## config.mk

```make
export PLATFORM = sky130hd
export DESIGN_NAME = router_reg_flat
export DESIGN_NICKNAME = d
export VERILOG_FILES = /design/src/rtl/router_reg_if.sv /design/src/rtl/router_reg.sv /design/src/flat_wrapper.sv
export SDC_FILE = /design/constraint.sdc
export NUM_CORES = 1
export LEC_CHECK = 0
export ABC_CLOCK_PERIOD_IN_PS = 1200
export CAP_MARGIN = 20
export CORE_ASPECT_RATIO = 0.6
export CORE_MARGIN = 2
export CORE_UTILIZATION = 51
export CTS_BUF_LIST = sky130_fd_sc_hd__clkbuf_4
export DETAILED_ROUTE_END_ITERATION = 12
export GPL_TIMING_DRIVEN = 1
export PLACE_DENSITY_LB_ADDON = 0.25
export SLEW_MARGIN = 20
export SYNTH_ARGS = -nofsm -noshare
export SYNTH_HDL_FRONTEND = slang
export SYNTH_SLANG_ARGS = --single-unit
```

## constraint.sdc

```tcl
create_clock -name clock -period 1.2 [get_ports clock]
set_input_delay 0.24 -clock clock [delete_from_list [all_inputs] [get_ports clock]]
set_output_delay 0.24 -clock clock [all_outputs]
set_load 0.02 [all_outputs]
```

## src/rtl/router_reg_if.sv

```systemverilog
// Bundles the FSM strobes, source byte stream, FIFO status and write-port
// outputs between the router control path and the router_reg datapath stage.
interface router_reg_if #(
   parameter int WIDTH = 8
);
   logic             pkt_valid;
   logic [WIDTH-1:0] data_in;
   logic             fifo_full;
   logic             detect_add;
   logic             lfd_state;
   logic             ld_state;
   logic             laf_state;
   logic             full_state;
   logic             rst_int_reg;
   logic [WIDTH-1:0] dout;
   logic             parity_done;
   logic             low_pkt_valid;
   logic             err;

   modport master (
      output pkt_valid, data_in, fifo_full,
      output detect_add, lfd_state, ld_state, laf_state, full_state, rst_int_reg,
      input  dout, parity_done, low_pkt_valid, err
   );

   modport slave (
      input  pkt_valid, data_in, fifo_full,
      input  detect_add, lfd_state, ld_state, laf_state, full_state, rst_int_reg,
      output dout, parity_done, low_pkt_valid, err
   );
endinterface

```

## src/rtl/router_reg.sv

```systemverilog
// Router datapath register stage: header capture, FIFO-full byte holding,
// running parity and end-of-packet parity check, all driven by FSM strobes.
module router_reg #(
   parameter int WIDTH = 8
) (
   input logic       clock,
   input logic       reset,
   router_reg_if.slave bus
);
   logic [WIDTH-1:0] r_hdr;
   logic [WIDTH-1:0] r_hold;
   logic [WIDTH-1:0] r_int_par;
   logic [WIDTH-1:0] r_pkt_par;
   logic [WIDTH-1:0] r_dout;
   logic             r_parity_done;
   logic             r_low_pkt_valid;
   logic             r_err;
   logic             w_hdr_ok;
   logic             w_fold_data;

   function automatic logic [WIDTH-1:0] par_fold(input logic [WIDTH-1:0] acc,
                                                 input logic [WIDTH-1:0] b);
      return acc ^ b;
   endfunction

   // Address 3 is not a valid port, so its header never overwrites the last good one
   assign w_hdr_ok    = bus.detect_add && bus.pkt_valid && (bus.data_in[1:0] != 2'b11);
   assign w_fold_data = bus.ld_state && bus.pkt_valid && !bus.full_state;

   // Byte path: header, payload and the byte parked while the FIFO was full
   always_ff @(posedge clock or posedge reset) begin
      if (reset) begin
         r_hdr     <= {WIDTH{1'b0}};
         r_hold    <= {WIDTH{1'b0}};
         r_dout    <= {WIDTH{1'b0}};
         r_int_par <= {WIDTH{1'b0}};
      end else begin
         if (w_hdr_ok) r_hdr <= bus.data_in;
         else          r_hdr <= r_hdr;

         if (bus.lfd_state)                      r_dout <= r_hdr;
         else if (bus.ld_state && !bus.fifo_full) r_dout <= bus.data_in;
         else if (bus.laf_state)                 r_dout <= r_hold;
         else                                    r_dout <= r_dout;

         if (bus.ld_state && bus.fifo_full) r_hold <= bus.data_in;
         else                               r_hold <= r_hold;

         if (bus.detect_add)     r_int_par <= {WIDTH{1'b0}};
         else if (bus.lfd_state) r_int_par <= par_fold(r_int_par, r_hdr);
         else if (w_fold_data)   r_int_par <= par_fold(r_int_par, bus.data_in);
         else                    r_int_par <= r_int_par;
      end
   end

   // Packet-end flags: parity byte capture, low_pkt_valid and the parity error verdict
   always_ff @(posedge clock or posedge reset) begin
      if (reset) begin
         r_pkt_par       <= {WIDTH{1'b0}};
         r_parity_done   <= 1'b0;
         r_low_pkt_valid <= 1'b0;
         r_err           <= 1'b0;
      end else begin
         if (bus.ld_state && !bus.pkt_valid) r_low_pkt_valid <= 1'b1;
         else if (bus.rst_int_reg)           r_low_pkt_valid <= 1'b0;
         else                                r_low_pkt_valid <= r_low_pkt_valid;

         if (bus.detect_add) begin
            r_parity_done <= 1'b0;
            r_pkt_par     <= r_pkt_par;
         end else if (!r_parity_done && bus.ld_state && !bus.fifo_full && !bus.pkt_valid) begin
            r_parity_done <= 1'b1;
            r_pkt_par     <= bus.data_in;
         end else if (!r_parity_done && bus.laf_state && r_low_pkt_valid) begin
            r_parity_done <= 1'b1;
            r_pkt_par     <= r_hold;
         end else begin
            r_parity_done <= r_parity_done;
            r_pkt_par     <= r_pkt_par;
         end

         // The verdict stays visible until the next packet starts emitting data
         if (bus.rst_int_reg && r_parity_done) r_err <= (r_int_par != r_pkt_par);
         else if (bus.lfd_state)               r_err <= 1'b0;
         else                                  r_err <= r_err;
      end
   end

   assign bus.dout          = r_dout;
   assign bus.parity_done   = r_parity_done;
   assign bus.low_pkt_valid = r_low_pkt_valid;
   assign bus.err           = r_err;
endmodule

```

## src/flat_wrapper.sv

```systemverilog
// flat-port wrapper written by rule: the top's interface ports become plain ports
module router_reg_flat 
#(
   parameter int WIDTH = 8
)
  (clock, reset, bus_pkt_valid, bus_data_in, bus_fifo_full, bus_detect_add, bus_lfd_state, bus_ld_state, bus_laf_state, bus_full_state, bus_rst_int_reg, bus_dout, bus_parity_done, bus_low_pkt_valid, bus_err);
  router_reg_if #(.WIDTH(WIDTH)) bus_i ();
  input logic clock;
  input logic reset;
  input wire logic [$bits(bus_i.pkt_valid)-1:0] bus_pkt_valid;
  input wire logic [$bits(bus_i.data_in)-1:0] bus_data_in;
  input wire logic [$bits(bus_i.fifo_full)-1:0] bus_fifo_full;
  input wire logic [$bits(bus_i.detect_add)-1:0] bus_detect_add;
  input wire logic [$bits(bus_i.lfd_state)-1:0] bus_lfd_state;
  input wire logic [$bits(bus_i.ld_state)-1:0] bus_ld_state;
  input wire logic [$bits(bus_i.laf_state)-1:0] bus_laf_state;
  input wire logic [$bits(bus_i.full_state)-1:0] bus_full_state;
  input wire logic [$bits(bus_i.rst_int_reg)-1:0] bus_rst_int_reg;
  output wire logic [$bits(bus_i.dout)-1:0] bus_dout;
  output wire logic [$bits(bus_i.parity_done)-1:0] bus_parity_done;
  output wire logic [$bits(bus_i.low_pkt_valid)-1:0] bus_low_pkt_valid;
  output wire logic [$bits(bus_i.err)-1:0] bus_err;
  assign bus_i.pkt_valid = bus_pkt_valid;
  assign bus_i.data_in = bus_data_in;
  assign bus_i.fifo_full = bus_fifo_full;
  assign bus_i.detect_add = bus_detect_add;
  assign bus_i.lfd_state = bus_lfd_state;
  assign bus_i.ld_state = bus_ld_state;
  assign bus_i.laf_state = bus_laf_state;
  assign bus_i.full_state = bus_full_state;
  assign bus_i.rst_int_reg = bus_rst_int_reg;
  assign bus_dout = bus_i.dout;
  assign bus_parity_done = bus_i.parity_done;
  assign bus_low_pkt_valid = bus_i.low_pkt_valid;
  assign bus_err = bus_i.err;
  router_reg #(.WIDTH(WIDTH)) u_core (.clock(clock), .reset(reset), .bus(bus_i));
endmodule
```

# Word level (Yosys, flattened, before mapping)
# Cells that the tools add are included.
[word_totals] regBits=43 elab_cells=52
[op_classes] eq_ne=2 muxes=15 bitwise_logic=3 n_reduce_logical=24
[ops] cell="8-bit 2-to-1 mux" count=8
[ops] cell="8-bit XOR" count=2
[ops] cell="1-bit logical AND" count=13
[ops] cell="3-bit nonzero test" count=3
[ops] cell="8-bit != test" count=1
[ops] cell="1-bit 2-to-1 mux" count=7
[ops] cell="2-bit nonzero test" count=3
[ops] cell="1-bit logical NOT" count=4
[ops] cell="2-bit != test, second input constant" count=1
[ops] cell="2-bit AND reduction" count=1
[ops] cell="1-bit NOT" count=1

# Longest topological paths before layout
[depth] ltp_word=6 mapped_depth=6 depth_no_buf=4

# Worst setup path before layout
# Ideal clock, no wire load.
[synth_path] path_kind="register -> register" start="register u_core.r_parity_done, in the netlist u_core.bus.parity_done" end="register u_core.r_pkt_par[1]" setup_ns=0.129 arrival_time_ns=1.222 required_time_ns=1.071 path_slack_ns=-0.151 path_stages_with_launch=4 n_path_buf=0 synth_period_minus_slack_ns=1.351 cell_sequence="dfrtp_1 nor3_4 mux2i_1 o21ai_1"
[synth_via] elab_chain_len=6 word_cells_on_any_way=9 cone_classes="1 x mux; 8 x reduce/logical"
[synth_lines] item="from (decl)" line_no="router_reg.sv:15" rtl="logic r_parity_done;"
[synth_lines] item="from (signal assigned)" line_no="router_reg.sv:78" rtl="r_parity_done <= r_parity_done;"
[synth_lines] item="1-bit logical NOT *" line_no="router_reg.sv:71, router_reg.sv:74"
[synth_lines] item="1-bit logical AND (3 in a row)" line_no="router_reg.sv:71" rtl="end else if (!r_parity_done && bus.ld_state && !bus.fifo_full && !bus.pkt_valid) begin"
[synth_lines] item="2-bit nonzero test (no source line)"
[synth_lines] item="2-bit AND reduction (no source line)"
[synth_lines] item="to (signal assigned)" line_no="router_reg.sv:70" rtl="r_pkt_par <= r_pkt_par;"
[synth_lines] item="to (signal assigned)" line_no="router_reg.sv:73" rtl="r_pkt_par <= bus.data_in;"
[synth_lines] item="to (signal assigned)" line_no="router_reg.sv:76" rtl="r_pkt_par <= r_hold;"
[synth_lines] item="to (decl)" line_no="router_reg.sv:13" rtl="logic [WIDTH-1:0] r_pkt_par;"
# Mark *: on every way between the ends. The rest lies on a longest branch, timed or not.
# A chain may end at the register's enable or synchronous reset.

# Final worst setup path
[layout_path] start="register u_core.r_pkt_par[7]" end="register u_core.r_err, in the netlist u_core.bus.err"
[layout_via] elab_chain_len=2
[layout_lines] item="from (signal assigned)" line_no="router_reg.sv:59" rtl="r_pkt_par <= {WIDTH{1'b0}};"
[layout_lines] item="from (signal assigned)" line_no="router_reg.sv:70"
[layout_lines] item="from (signal assigned)" line_no="router_reg.sv:73"
[layout_lines] item="8-bit != test" line_no="router_reg.sv:83" rtl="if (bus.rst_int_reg && r_parity_done) r_err <= (r_int_par != r_pkt_par);"
[layout_lines] item="1-bit 2-to-1 mux" line_no="router_reg.sv:83"
[layout_lines] item="to (signal assigned)" line_no="router_reg.sv:83"
[layout_lines] item="to (signal assigned)" line_no="router_reg.sv:85" rtl="else r_err <= r_err;"
[layout_lines] item="to (decl)" line_no="router_reg.sv:17" rtl="logic r_err;"
# No other way between the ends.

==> run_summary.xml <==
<?xml version="1.0" encoding="UTF-8"?>
<metrics>
  <group name="worst_setup_path">
    <metric name="cp_data_arrival_time" unit="ns">1.47</metric>
    <metric name="crit_fanout" unit="">2</metric>
    <metric name="setup.worst_path.start_class" unit="">flip-flop</metric>
    <metric name="critical_path.endpoint_type" unit="">flip-flop</metric>
    <metric name="r2r_setup_slk" unit="ns">-0.04</metric>
    <metric name="critPathLaunch" unit="">u_core.r_pkt_par[7]</metric>
    <metric name="critPathKind" unit="">flip-flop to flip-flop</metric>
    <metric name="crit_required" unit="ns">1.43</metric>
    <metric name="regToRegStartpoint" unit="">u_core.r_pkt_par[7]</metric>
  </group>
  <group name="sta">
    <metric name="setup_viol_count_final" unit="">4</metric>
    <metric name="layout_worst_path_cycle_share" unit="%">103</metric>
    <metric name="hold_viol" unit="">0</metric>
    <metric name="slew_viol_final" unit="">0</metric>
    <metric name="hold_slack" unit="ns">0.231</metric>
    <metric name="finalCriticalPeriod" unit="ns">1.24</metric>
    <metric name="rsz0062_at_grt" unit="">yes</metric>
    <metric name="finClkSkew" unit="ns">0.0161</metric>
    <metric name="slew_headroom" unit="%">77.5</metric>
    <metric name="maximum_clock_frequency" unit="MHz">806</metric>
    <metric name="postLayoutSetupSlackWorst" unit="ns">-0.0404</metric>
    <metric name="slew_at_the_pin_closest_to_its_max_slew_limit" unit="ns">0.338</metric>
  </group>
  <group name="pwr">
    <metric name="totalPowerFinal" unit="mW">3.88</metric>
    <metric name="pwr-share-seq" unit="%">49.8</metric>
    <metric name="int_power" unit="mW">2.63</metric>
    <metric name="power_per_cell_area" unit="nW/um2">1320</metric>
    <metric name="static_leakage_power" unit="nW">1.33</metric>
    <metric name="ir_worst_vdd" unit="uV">620</metric>
    <metric name="power_switching_share" unit="%">32.2</metric>
    <metric name="clockPowerShare" unit="%">19.0</metric>
    <metric name="total_switching_power" unit="mW">1.25</metric>
    <metric name="power.share.combinational" unit="%">31.3</metric>
  </group>
  <group name="global_route">
    <metric name="first_global_vias" unit="">1659</metric>
    <metric name="maximum_number_of_pins_on_one_net_before_global_route_repair" unit="">44</metric>
    <metric name="grt_antenna_before_repair" unit="">0</metric>
    <metric name="gr_overflow_total" unit="">0</metric>
    <metric name="grtUsageTotal" unit="%">24.4</metric>
    <metric name="grt_first_pass_wirelength" unit="mm">8.33</metric>
  </group>
  <group name="placed_design">
    <metric name="post-place-cells" unit="">291</metric>
    <metric name="port_buffers" unit="">28</metric>
    <metric name="detailed_place.area" unit="um2">2690</metric>
    <metric name="dp.final_hpwl" unit="mm">3.58</metric>
    <metric name="place_congestion" unit="">0.827</metric>
  </group>
  <group name="cts">
    <metric name="clockBufferDepth" unit="">2</metric>
    <metric name="cts_made_buffers" unit="">5</metric>
    <metric name="cts.root.buffer_cell" unit="">clkbuf_4</metric>
    <metric name="clkSlewWorstSetupHoldPaths" unit="ns">0.14</metric>
    <metric name="clkLatencyLatePin" unit="ns">0.36</metric>
    <metric name="h-tree-depth" unit="">2</metric>
    <metric name="tritoncts" unit="">built</metric>
    <metric name="cts.sink_count" unit="">43</metric>
  </group>
  <group name="cells_and_area">
    <metric name="fin_area" unit="um2">2940</metric>
    <metric name="final-instance-count-excl-fill" unit="">311</metric>
    <metric name="insertedDiodeCount" unit="">0</metric>
    <metric name="design.final.nets" unit="">281</metric>
    <metric name="area.growth.synth_to_final" unit="%">40.4</metric>
    <metric name="drive_gt1_share" unit="%">37.1</metric>
  </group>
  <group name="yosys">
    <metric name="post_synth_xor_area_fraction" unit="%">6.69</metric>
    <metric name="postSynthNetCount" unit="">209</metric>
    <metric name="synth.yosys.warnings" unit="">0</metric>
    <metric name="syn_inst" unit="">191</metric>
    <metric name="synth_top_family_by_area" unit="">multiplexers</metric>
    <metric name="adder_and_majority_gate_portion_of_the_synthesized_area" unit="%">0</metric>
    <metric name="ys_async_sr_fraction" unit="%">100</metric>
    <metric name="synth.lib_cells_used.distinct" unit="">28</metric>
    <metric name="synthSimpleGateAreaFrac" unit="%">12.7</metric>
    <metric name="synth_area" unit="um2">2090</metric>
    <metric name="synth_top_flop_cell" unit="">dfrtp_1</metric>
    <metric name="yosysSeqAreaShare" unit="%">51.4</metric>
    <metric name="synth_area_per_cell" unit="um2">11.0</metric>
    <metric name="yosys_register_bits" unit="">43</metric>
    <metric name="synth-compound-area-share" unit="%">11.4</metric>
    <metric name="multiplexer_fraction_of_the_synthesized_cell_area" unit="%">15.2</metric>
    <metric name="synth_enable_flop_cells" unit="">0</metric>
  </group>
  <group name="floorplanning">
    <metric name="chipHeight" unit="um">53.6</metric>
    <metric name="rows" unit="">17</metric>
    <metric name="die_width" unit="um">86.7</metric>
    <metric name="die_area" unit="um2">4650</metric>
    <metric name="boundaryPins" unit="">29</metric>
    <metric name="coreArea" unit="um2">3810</metric>
    <metric name="initial_core_util" unit="%">55.0</metric>
  </group>
  <group name="hold_path">
    <metric name="hp-class" unit="">primary input to flip-flop</metric>
    <metric name="min-delay-start" unit="">bus_ld_state</metric>
  </group>
  <group name="routing">
    <metric name="drt_pass1_iterations" unit="">4</metric>
    <metric name="routedWlPerCell" unit="um">16.5</metric>
    <metric name="drt_iter0_markers" unit="">103</metric>
    <metric name="detailed_route_drc_error_count" unit="">0</metric>
    <metric name="viasPerCell" unit="">5.63</metric>
    <metric name="route.antenna.remaining_nets" unit="">0</metric>
    <metric name="num_vias" unit="">1752</metric>
    <metric name="postRouteWirelength" unit="mm">5.14</metric>
  </group>
  <group name="run_status">
    <metric name="run_status" unit="">finished with violations</metric>
    <metric name="violated_checks" unit="">negative setup slack</metric>
  </group>
  <group name="flow_run">
    <metric name="drv.max_cap_violation_count" unit="">0</metric>
  </group>
</metrics>
-- path summary, 6_finish.rpt --
kind,endpoint,depth (start not counted)
max,u_core.bus.err,4
min,u_core.bus.low_pkt_valid,3
max reg2reg,u_core.bus.err,4
min reg2reg,u_core.r_pkt_par[0],2
max in group asynchronous,u_core.bus.parity_done,3
min in group asynchronous,u_core.r_pkt_par[5],3
-- routing by layer --
layer / global-route usage, % / routed length [um] / vias up
met4: 7.81 / 41 / 0
met3: 5.06 / 331 / 6
met2: 39.4 / 2380 / 58
met1: 33.6 / 2400 / 869
li1: - / - / 819
met5: 0 / 0 / -
-- cells in the final DEF (no fill, tap or decap), types with 3 or more instances in the layout --
cell type / n
dfrtp_1: 42
buf_4: 35
nand2_1: 17
a21oi_1: 15
nor2_1: 15
mux2_2: 14
mux2i_1: 13
xnor2_1: 13
clkdlybuf4s50_1: 12
nand3_1: 8
a221o_1: 8
buf_2: 7
buf_6: 7
o21ai_1: 6
clkbuf_4: 6
buf_12: 6
xor2_1: 3
-- Yosys cell counts, types with 2 or more instances --
cell type | number | area share (%)
mux2_2 | 14 | 7.5
nand2_1 | 18 | 3.2
a221o_1 | 8 | 3.8
buf_2 | 6 | 1.4
nand3_1 | 8 | 1.9
inv_1 | 3 | 0.54
buf_4 | 2 | 0.72
xnor2_1 | 13 | 5.4
nand2b_1 | 2 | 0.60
dfrtp_1 | 43 | 51
o21ai_1 | 8 | 1.9
a21oi_1 | 16 | 3.8
xor2_1 | 3 | 1.3
mux2i_1 | 16 | 7.6
nor2_1 | 17 | 3.0
nor3_4 | 2 | 1.6
-- stage by stage --
step,util [%],TNS [ns],setup slack [ns]
after detailed placement,70.7,-18.65,-0.601
after global placement,70.7,-17.08,-0.519
after floorplan,-,-0.699,-0.0887
after global routing,77.2,-0.441,-0.137
final,77.2,-0.0612,-0.0404
after CTS,73.0,-0.129,-0.0443
-- worst max-delay path: stages, from the launching register on --
cell	delay (ns)
dfrtp_1	0.42
xnor2_1	0.18
nand4_1	0.17
nor4_2	0.19
a41oi_1	0.14
-- registers in the layout, summed over array words and instances (netlist names) --
| signal | count |
|---|---|
| u_core.bus.dout | 8 |
| u_core.bus.err | 1 |
| u_core.bus.low_pkt_valid | 1 |
| u_core.bus.parity_done | 1 |
| u_core.r_hdr | 8 |
| u_core.r_hold | 8 |
| u_core.r_int_par | 8 |
| u_core.r_pkt_par | 8 |
-- layout make-up --
type,instances,area [um2]
multi-input cells,137,1040
repair buffers,73,689
flip-flops and latches,43,1080
clock buffers,6,45.0
fillers,263,867
clock inverters,2,12.5
well taps,47,58.8
inverters,3,15.0
-- power by group through the flow --
| stage | Combinational, mW | Sequential, mW | Clock [mW] |
|---|---|---|---|
| floorplan | 0.577 | 1.97 | 0 |
| global placement | 1.06 | 1.93 | 0 |
| detailed placement | 1.10 | 1.95 | 0 |
| CTS | 1.10 | 1.91 | 0.752 |
| global route | 1.32 | 1.96 | 0.806 |
| finish | 1.21 | 1.93 | 0.735 |
-- kinds of logic after synthesis --
logic type      Yosys count
compound gates           37
xor+xnor                 16
buf+inv                  11
flops                    43
mux                      30
simple gates             54
-- repair_timing --
| item | 4_1_cts | 5_1_grt |
|---|---|---|
| endpoints found under the setup margin | 42 | 34 |
| gates resized for setup | 55 | 25 |
| gates cloned | 0 | 1 |
| buffers inserted | 5 | 6 |
| pin swaps | 2 | 5 |
| hold buffers | 0 | 0 |
Power figures use the tool's default switching activity.
